File: src/rtl/prescaled_counter_if.sv
// Bus interface for prescaled_counter: groups the control, data and status
// signals. The slave modport is the counter side, the master modport is the
// side that drives the controls and observes the count.
interface prescaled_counter_if #(
  parameter int WIDTH          = 8,
  parameter int PRESCALE_WIDTH = 8
);
  logic                      enable_i;
  logic                      clear_i;
  logic                      load_i;
  logic [WIDTH-1:0]          load_value_i;
  logic                      up_i;
  logic                      saturate_i;
  logic [PRESCALE_WIDTH-1:0] divide_i;
  logic [WIDTH-1:0]          compare_i;
  logic [WIDTH-1:0]          count_o;
  logic [PRESCALE_WIDTH-1:0] prescale_o;
  logic                      tick_o;
  logic                      wrap_o;
  logic                      full_o;
  logic                      zero_o;
  logic                      match_o;

  modport slave (
    input  enable_i, clear_i, load_i, load_value_i, up_i, saturate_i,
           divide_i, compare_i,
    output count_o, prescale_o, tick_o, wrap_o, full_o, zero_o, match_o
  );

  modport master (
    output enable_i, clear_i, load_i, load_value_i, up_i, saturate_i,
           divide_i, compare_i,
    input  count_o, prescale_o, tick_o, wrap_o, full_o, zero_o, match_o
  );
endinterface

File: src/rtl/prescaled_counter.sv
// prescaled_counter: WIDTH-bit up/down counter stepped by a runtime-programmable
// prescaler, with wrap or saturate at the limits, synchronous clear and load.
// Optional feature: define COUNTER_COMPARE_EN to build the compare-match pulse
// on match_o; without it match_o is tied low and compare_i is ignored.
module prescaled_counter #(
  parameter int WIDTH          = 8,
  parameter int PRESCALE_WIDTH = 8
) (
  input  logic                  clock_i,
  input  logic                  reset_ni,
  prescaled_counter_if.slave    bus
);

  localparam logic [WIDTH-1:0]          CNT_MAX = {WIDTH{1'b1}};
  localparam logic [WIDTH-1:0]          CNT_ONE = {{(WIDTH-1){1'b0}}, 1'b1};
  localparam logic [PRESCALE_WIDTH-1:0] PS_ONE  = {{(PRESCALE_WIDTH-1){1'b0}}, 1'b1};

  logic [WIDTH-1:0]          count_q,    count_d;
  logic [PRESCALE_WIDTH-1:0] prescale_q, prescale_d;
  logic                      tick_q,     tick_d;
  logic                      wrap_q,     wrap_d;
  logic [PRESCALE_WIDTH-1:0] div_eff;
  logic                      terminal;
  logic [WIDTH:0]            step_res;

  // One count step at the limits: returns {wrap, next_count}. Saturating mode
  // holds at the limit; wrapping mode rolls over and flags the wrap.
  function automatic logic [WIDTH:0] step_count(
    input logic [WIDTH-1:0] cnt,
    input logic             up,
    input logic             sat
  );
    logic [WIDTH:0] res;
    if (up) begin
      if (cnt == CNT_MAX) res = sat ? {1'b0, cnt} : {1'b1, {WIDTH{1'b0}}};
      else                res = {1'b0, cnt + CNT_ONE};
    end else begin
      if (cnt == '0)      res = sat ? {1'b0, cnt} : {1'b1, CNT_MAX};
      else                res = {1'b0, cnt - CNT_ONE};
    end
    return res;
  endfunction

  // Divide of 0 behaves as 1. Using >= lets a lowered divide terminate at
  // once instead of running the prescaler past its new limit.
  assign div_eff  = (bus.divide_i == '0) ? PS_ONE : bus.divide_i;
  assign terminal = (prescale_q >= (div_eff - PS_ONE));
  assign step_res = step_count(count_q, bus.up_i, bus.saturate_i);

  // Next-state decision with priority clear > load > enable.
  always_comb begin
    count_d    = count_q;
    prescale_d = prescale_q;
    tick_d     = 1'b0;
    wrap_d     = 1'b0;
    if (bus.clear_i) begin
      count_d    = '0;
      prescale_d = '0;
    end else if (bus.load_i) begin
      count_d    = bus.load_value_i;
      prescale_d = '0;
    end else if (bus.enable_i) begin
      if (terminal) begin
        prescale_d = '0;
        tick_d     = 1'b1;
        count_d    = step_res[WIDTH-1:0];
        wrap_d     = step_res[WIDTH];
      end else begin
        prescale_d = prescale_q + PS_ONE;
      end
    end
  end

  // Count, prescaler and pulse registers.
  always_ff @(posedge clock_i or negedge reset_ni) begin
    if (!reset_ni) begin
      count_q    <= '0;
      prescale_q <= '0;
      tick_q     <= 1'b0;
      wrap_q     <= 1'b0;
    end else begin
      count_q    <= count_d;
      prescale_q <= prescale_d;
      tick_q     <= tick_d;
      wrap_q     <= wrap_d;
    end
  end

`ifdef COUNTER_COMPARE_EN
  logic match_q, match_d;

  // Match fires on any step (including a saturated hold) that lands on compare_i.
  always_comb begin
    match_d = tick_d && (count_d == bus.compare_i);
  end

  // Compare-match pulse register.
  always_ff @(posedge clock_i or negedge reset_ni) begin
    if (!reset_ni) match_q <= 1'b0;
    else           match_q <= match_d;
  end

  assign bus.match_o = match_q;
`else
  logic unused_compare;
  assign unused_compare = ^bus.compare_i;
  assign bus.match_o    = 1'b0;
`endif

  assign bus.count_o    = count_q;
  assign bus.prescale_o = prescale_q;
  assign bus.tick_o     = tick_q;
  assign bus.wrap_o     = wrap_q;
  assign bus.full_o     = (count_q == CNT_MAX);
  assign bus.zero_o     = (count_q == '0);

endmodule
File: src/flat_wrapper.sv
// flat-port wrapper written by rule: the top's interface ports become plain ports
module prescaled_counter_flat 
#(
  parameter int WIDTH          = 8,
  parameter int PRESCALE_WIDTH = 8
)
  (clock_i, reset_ni, bus_enable_i, bus_clear_i, bus_load_i, bus_load_value_i, bus_up_i, bus_saturate_i, bus_divide_i, bus_compare_i, bus_count_o, bus_prescale_o, bus_tick_o, bus_wrap_o, bus_full_o, bus_zero_o, bus_match_o);
  prescaled_counter_if #(.WIDTH(WIDTH), .PRESCALE_WIDTH(PRESCALE_WIDTH)) bus_i ();
  input  logic clock_i;
  input  logic reset_ni;
  input wire logic [$bits(bus_i.enable_i)-1:0] bus_enable_i;
  input wire logic [$bits(bus_i.clear_i)-1:0] bus_clear_i;
  input wire logic [$bits(bus_i.load_i)-1:0] bus_load_i;
  input wire logic [$bits(bus_i.load_value_i)-1:0] bus_load_value_i;
  input wire logic [$bits(bus_i.up_i)-1:0] bus_up_i;
  input wire logic [$bits(bus_i.saturate_i)-1:0] bus_saturate_i;
  input wire logic [$bits(bus_i.divide_i)-1:0] bus_divide_i;
  input wire logic [$bits(bus_i.compare_i)-1:0] bus_compare_i;
  output wire logic [$bits(bus_i.count_o)-1:0] bus_count_o;
  output wire logic [$bits(bus_i.prescale_o)-1:0] bus_prescale_o;
  output wire logic [$bits(bus_i.tick_o)-1:0] bus_tick_o;
  output wire logic [$bits(bus_i.wrap_o)-1:0] bus_wrap_o;
  output wire logic [$bits(bus_i.full_o)-1:0] bus_full_o;
  output wire logic [$bits(bus_i.zero_o)-1:0] bus_zero_o;
  output wire logic [$bits(bus_i.match_o)-1:0] bus_match_o;
  assign bus_i.enable_i = bus_enable_i;
  assign bus_i.clear_i = bus_clear_i;
  assign bus_i.load_i = bus_load_i;
  assign bus_i.load_value_i = bus_load_value_i;
  assign bus_i.up_i = bus_up_i;
  assign bus_i.saturate_i = bus_saturate_i;
  assign bus_i.divide_i = bus_divide_i;
  assign bus_i.compare_i = bus_compare_i;
  assign bus_count_o = bus_i.count_o;
  assign bus_prescale_o = bus_i.prescale_o;
  assign bus_tick_o = bus_i.tick_o;
  assign bus_wrap_o = bus_i.wrap_o;
  assign bus_full_o = bus_i.full_o;
  assign bus_zero_o = bus_i.zero_o;
  assign bus_match_o = bus_i.match_o;
  prescaled_counter #(.WIDTH(WIDTH), .PRESCALE_WIDTH(PRESCALE_WIDTH)) u_core (.clock_i(clock_i), .reset_ni(reset_ni), .bus(bus_i));
endmodule
File: config.mk
export PLATFORM = sky130hd
export DESIGN_NAME = prescaled_counter_flat
export DESIGN_NICKNAME = d
export VERILOG_FILES = /design/src/rtl/prescaled_counter_if.sv /design/src/rtl/prescaled_counter.sv /design/src/flat_wrapper.sv
export SDC_FILE = /design/constraint.sdc
export NUM_CORES = 1
export LEC_CHECK = 0
export ABC_AREA = 1
export BUFFER_PORTS_ARGS = -buffer_cell sky130_fd_sc_hd__buf_4
export CAP_MARGIN = 20
export CORE_MARGIN = 8
export CORE_UTILIZATION = 53
export CTS_CLUSTER_DIAMETER = 100
export DETAILED_ROUTE_END_ITERATION = 8
export PLACE_DENSITY = 0.86
export SYNTH_ARGS = -nofsm -noshare
export SYNTH_HDL_FRONTEND = slang
export SYNTH_SLANG_ARGS = --single-unit
File: constraint.sdc
create_clock -name clock_i -period 2.15 [get_ports clock_i]
set_input_delay 0.215 -clock clock_i [delete_from_list [all_inputs] [get_ports clock_i]]
set_output_delay 0.215 -clock clock_i [all_outputs]
set_load 0.01 [all_outputs]
==> results.txt <==
outcome -> finished with violations
violated checks -> setup timing
Post-Syn Area per Cell -> 6.76 µm²
number of global-route vias before repair -> 1,884
register area share after synthesis -> 0.240
DR pass1 iterations -> 5
FF-to-FF Start -> u_core.bus.count_o[0]
VDD IR max -> 0.378 mV
synth top area cells -> dfrtp_1, nand2_1, ha_1
area of the mapped netlist -> 1880 µm²
Total GRT Usage -> 0.190
core area -> 3360 µm²
Num CTS Buffers -> 3
Finished Cell Area -> 2560 µm²
area grow syn2layout -> 36.6%
most common cell in the netlist -> nand2_1
routed vias -> 2,117
Sw Pwr -> 560 µW
Yosys reg bits -> 18
Net count, final -> 383
Worst Path Max Fanout -> 6
Maximum Capacitance Violations -> 0
standby leakage power -> 0.00138 µW
WP data arrival -> 2.56 ns
total power -> 1310 µW
n_diodes -> 0
placer congestion estimate -> 0.923
area leader, netlist -> dfrtp_1
Comb power frac -> 0.490
CP Launch Type -> input port
internal power -> 753 µW
final setup margin -> -0.163 ns
dpl ws -> -0.481 ns
IO Pins -> 52
critical path data required time -> 2.39 ns
initial antenna violation count -> 0
Max Transition Viols Final -> 0
TritonCTS clock tree -> built
cell mode on critical path -> nand2_2
total die area -> 5700 µm²
clk buf depth -> 2
RSZ-0062 raised after global routing -> yes
Max H-tree Level -> 1
Synth cell types -> 33
Critical Path Max Stage Delay -> 0.28 ns
Switching Share -> 0.427
top cells by count, synth -> nand2_1, inv_1, nor2_1
Post-Syn Nets -> 322
vias per inst -> 5.51
largest net degree at the start of global routing -> 19
first-pass GRT wire length -> 8.54 mm
crit-path cells -> buf_6 -> nor2_4 -> nand2_2 -> nor3_4 -> a21oi_2 -> ha_2 -> nand2_2 -> xnor2_2 -> inv_1 -> ha_1 -> nand2_2 -> nor2_4 -> nand4_1 -> nand4_1 -> nand3_4 -> clkbuf_16 -> o21ai_2
Hold WC Path Type -> input port to flop
layout cells sized above 1 -> 0.361
Residual DRC -> 0
chip height -> 75.5 µm
Fin Setup TNS -> -2.13 ns
GRT overflow -> 0
Synth Instances -> 278
final worst path period share -> 1.08
CTS Sinks -> 18
Cell Pwr Density -> 512 nW/µm²
placed instance area -> 2310 µm²
crit path launch -> bus_divide_i[2]
site row count -> 21
Routed WL -> 5.96 mm
Clock Pin Slew Worst Setup and Hold Paths -> 0.12 ns
Final Hold Vio Count -> 0
Clk pwr share -> 0.172
asr flop ratio synth -> 1.00
Die X-Extent -> 75.5 µm
crit path capture type -> flop
sequential share of power -> 0.339
EDFF count, synth -> 0
Final Setup Violations -> 18
Primary FF master, synth -> dfrtp_1
YS warnings -> 0
fillers -> 244
Starting Density -> 0.558
clk_lat worst skew -> 0.31 ns
clock skew -> 0.00865 ns
DR iter-0 viols -> 265
final core utilization -> 0.763
input/output buffers -> 42
Detail Route Antenna Nets -> 0
fmax -> 432 MHz
critical path class -> input port to flop
DP HPWL -> 4.14 mm
slowest cell on the critical path -> ha_1
mean routed wirelength per cell -> 15.5 µm
worst hold start -> bus_saturate_i
CTS Root Cell -> clkbuf_4
Period minus WS final -> 2.31 ns
post-synth top area share -> 0.240
-- path summary, 6_finish.rpt --
path,slack [ns],depth (start not counted),end
setup / recovery,-0.16,17,u_core.bus.count_o[2]
hold / removal,0.11,2,u_core.bus.wrap_o
setup reg to reg,0.15,9,u_core.bus.count_o[5]
hold reg to reg,0.58,2,u_core.bus.prescale_o[7]
max in group asynchronous,1.65,2,u_core.bus.count_o[4]
min in group asynchronous,0.29,2,u_core.bus.count_o[0]
-- flip-flops by register name, indices dropped and copies added (netlist names) --
register	flops
u_core.bus.prescale_o	8
u_core.bus.wrap_o	1
u_core.bus.count_o	8
u_core.bus.tick_o	1
-- critical path, delay by kind of cell --
family | cells | cell delay, ns
and+or+nand+nor | 9 | 1.15
adders and majority gates | 2 | 0.50
AOI/OAI and AO/OA | 2 | 0.23
xor gates and xnor gates | 1 | 0.11
buffers and inverters | 3 | 0.35
-- power groups by stage --
stage	sequential, µW	combinational [µW]	clock (µW)
after detailed placement	445	570	0
after CTS	439	588	220
after global routing	450	699	233
after floorplan	428	394	0
final	445	643	226
after global placement	445	555	0
-- cells in the final DEF, fill, tap and decap left out, types with 2 or more instances in the layout --
cell | synthesis | layout
nand2_1 | 74 | 67
buf_4 | 2 | 56
inv_1 | 34 | 33
nor2_1 | 31 | 28
nand3_1 | 28 | 27
dfrtp_1 | 18 | 18
nand2_2 | 11 | 14
ha_1 | 13 | 11
a21oi_1 | 12 | 10
nand2_4 | 3 | 7
o21ai_0 | 6 | 6
nand4_1 | 6 | 6
o21ai_2 | 6 | 6
nor2_4 | 2 | 5
xnor2_2 | 0 | 3
inv_2 | 2 | 3
xor2_1 | 3 | 3
xnor2_1 | 6 | 3
nor2_2 | 3 | 3
clkbuf_4 | 0 | 3
buf_6 | 3 | 3
nand3_2 | 1 | 2
a21oi_2 | 0 | 2
nand4_2 | 2 | 2
-- layout make-up --
| class | count | area (µm²) | share of cell area |
|---|---|---|---|
| multi-input cells | 216 | 1360 | 0.529 |
| clock buffers | 4 | 36.3 | 0.0141 |
| inverters | 37 | 140 | 0.0546 |
| flip-flops and latches | 18 | 450 | 0.176 |
| repair buffers | 63 | 524 | 0.204 |
| well taps | 46 | 57.6 | 0.0224 |
-- through the flow --
step,std cells,hold slack [ns]
after CTS,381,0.0985
after global routing,384,0.107
after detailed placement,373,0.0960
after floorplan,278,-0.0806
after global placement,373,0.0915
final,384,0.109
-- cell families (layout without fill, tap and decap cells) --
logic type	count (synthesis)	after routing	share of synthesized area
compound gates	25	25	0.0799
other cells	1	1	0.00200
xor+xnor	9	9	0.0420
flops	18	18	0.240
fa+ha+maj	13	13	0.0866
simple gates	168	168	0.436
buf+inv	44	104	0.113
-- per-layer routing --
layer | track usage | vias up | wire length [µm]
li1 | - | 1002 | -
met1 | 0.245 | 962 | 2310
met2 | 0.318 | 136 | 2970
met3 | 0.0382 | 17 | 582
met4 | 0.0405 | 0 | 98
met5 | 0 | - | 0
-- what timing repair did --
action / in CTS / in global routing
hold endpoints to repair: 18 / 0
hold buffers: 1 / 0
cloned: 0 / 1
buffers inserted: 3 / 2
endpoints found under the setup margin: 9 / 17
gates resized for setup: 3 / 25
pin swaps: 1 / 20
(Power assumes the default switching activity.)
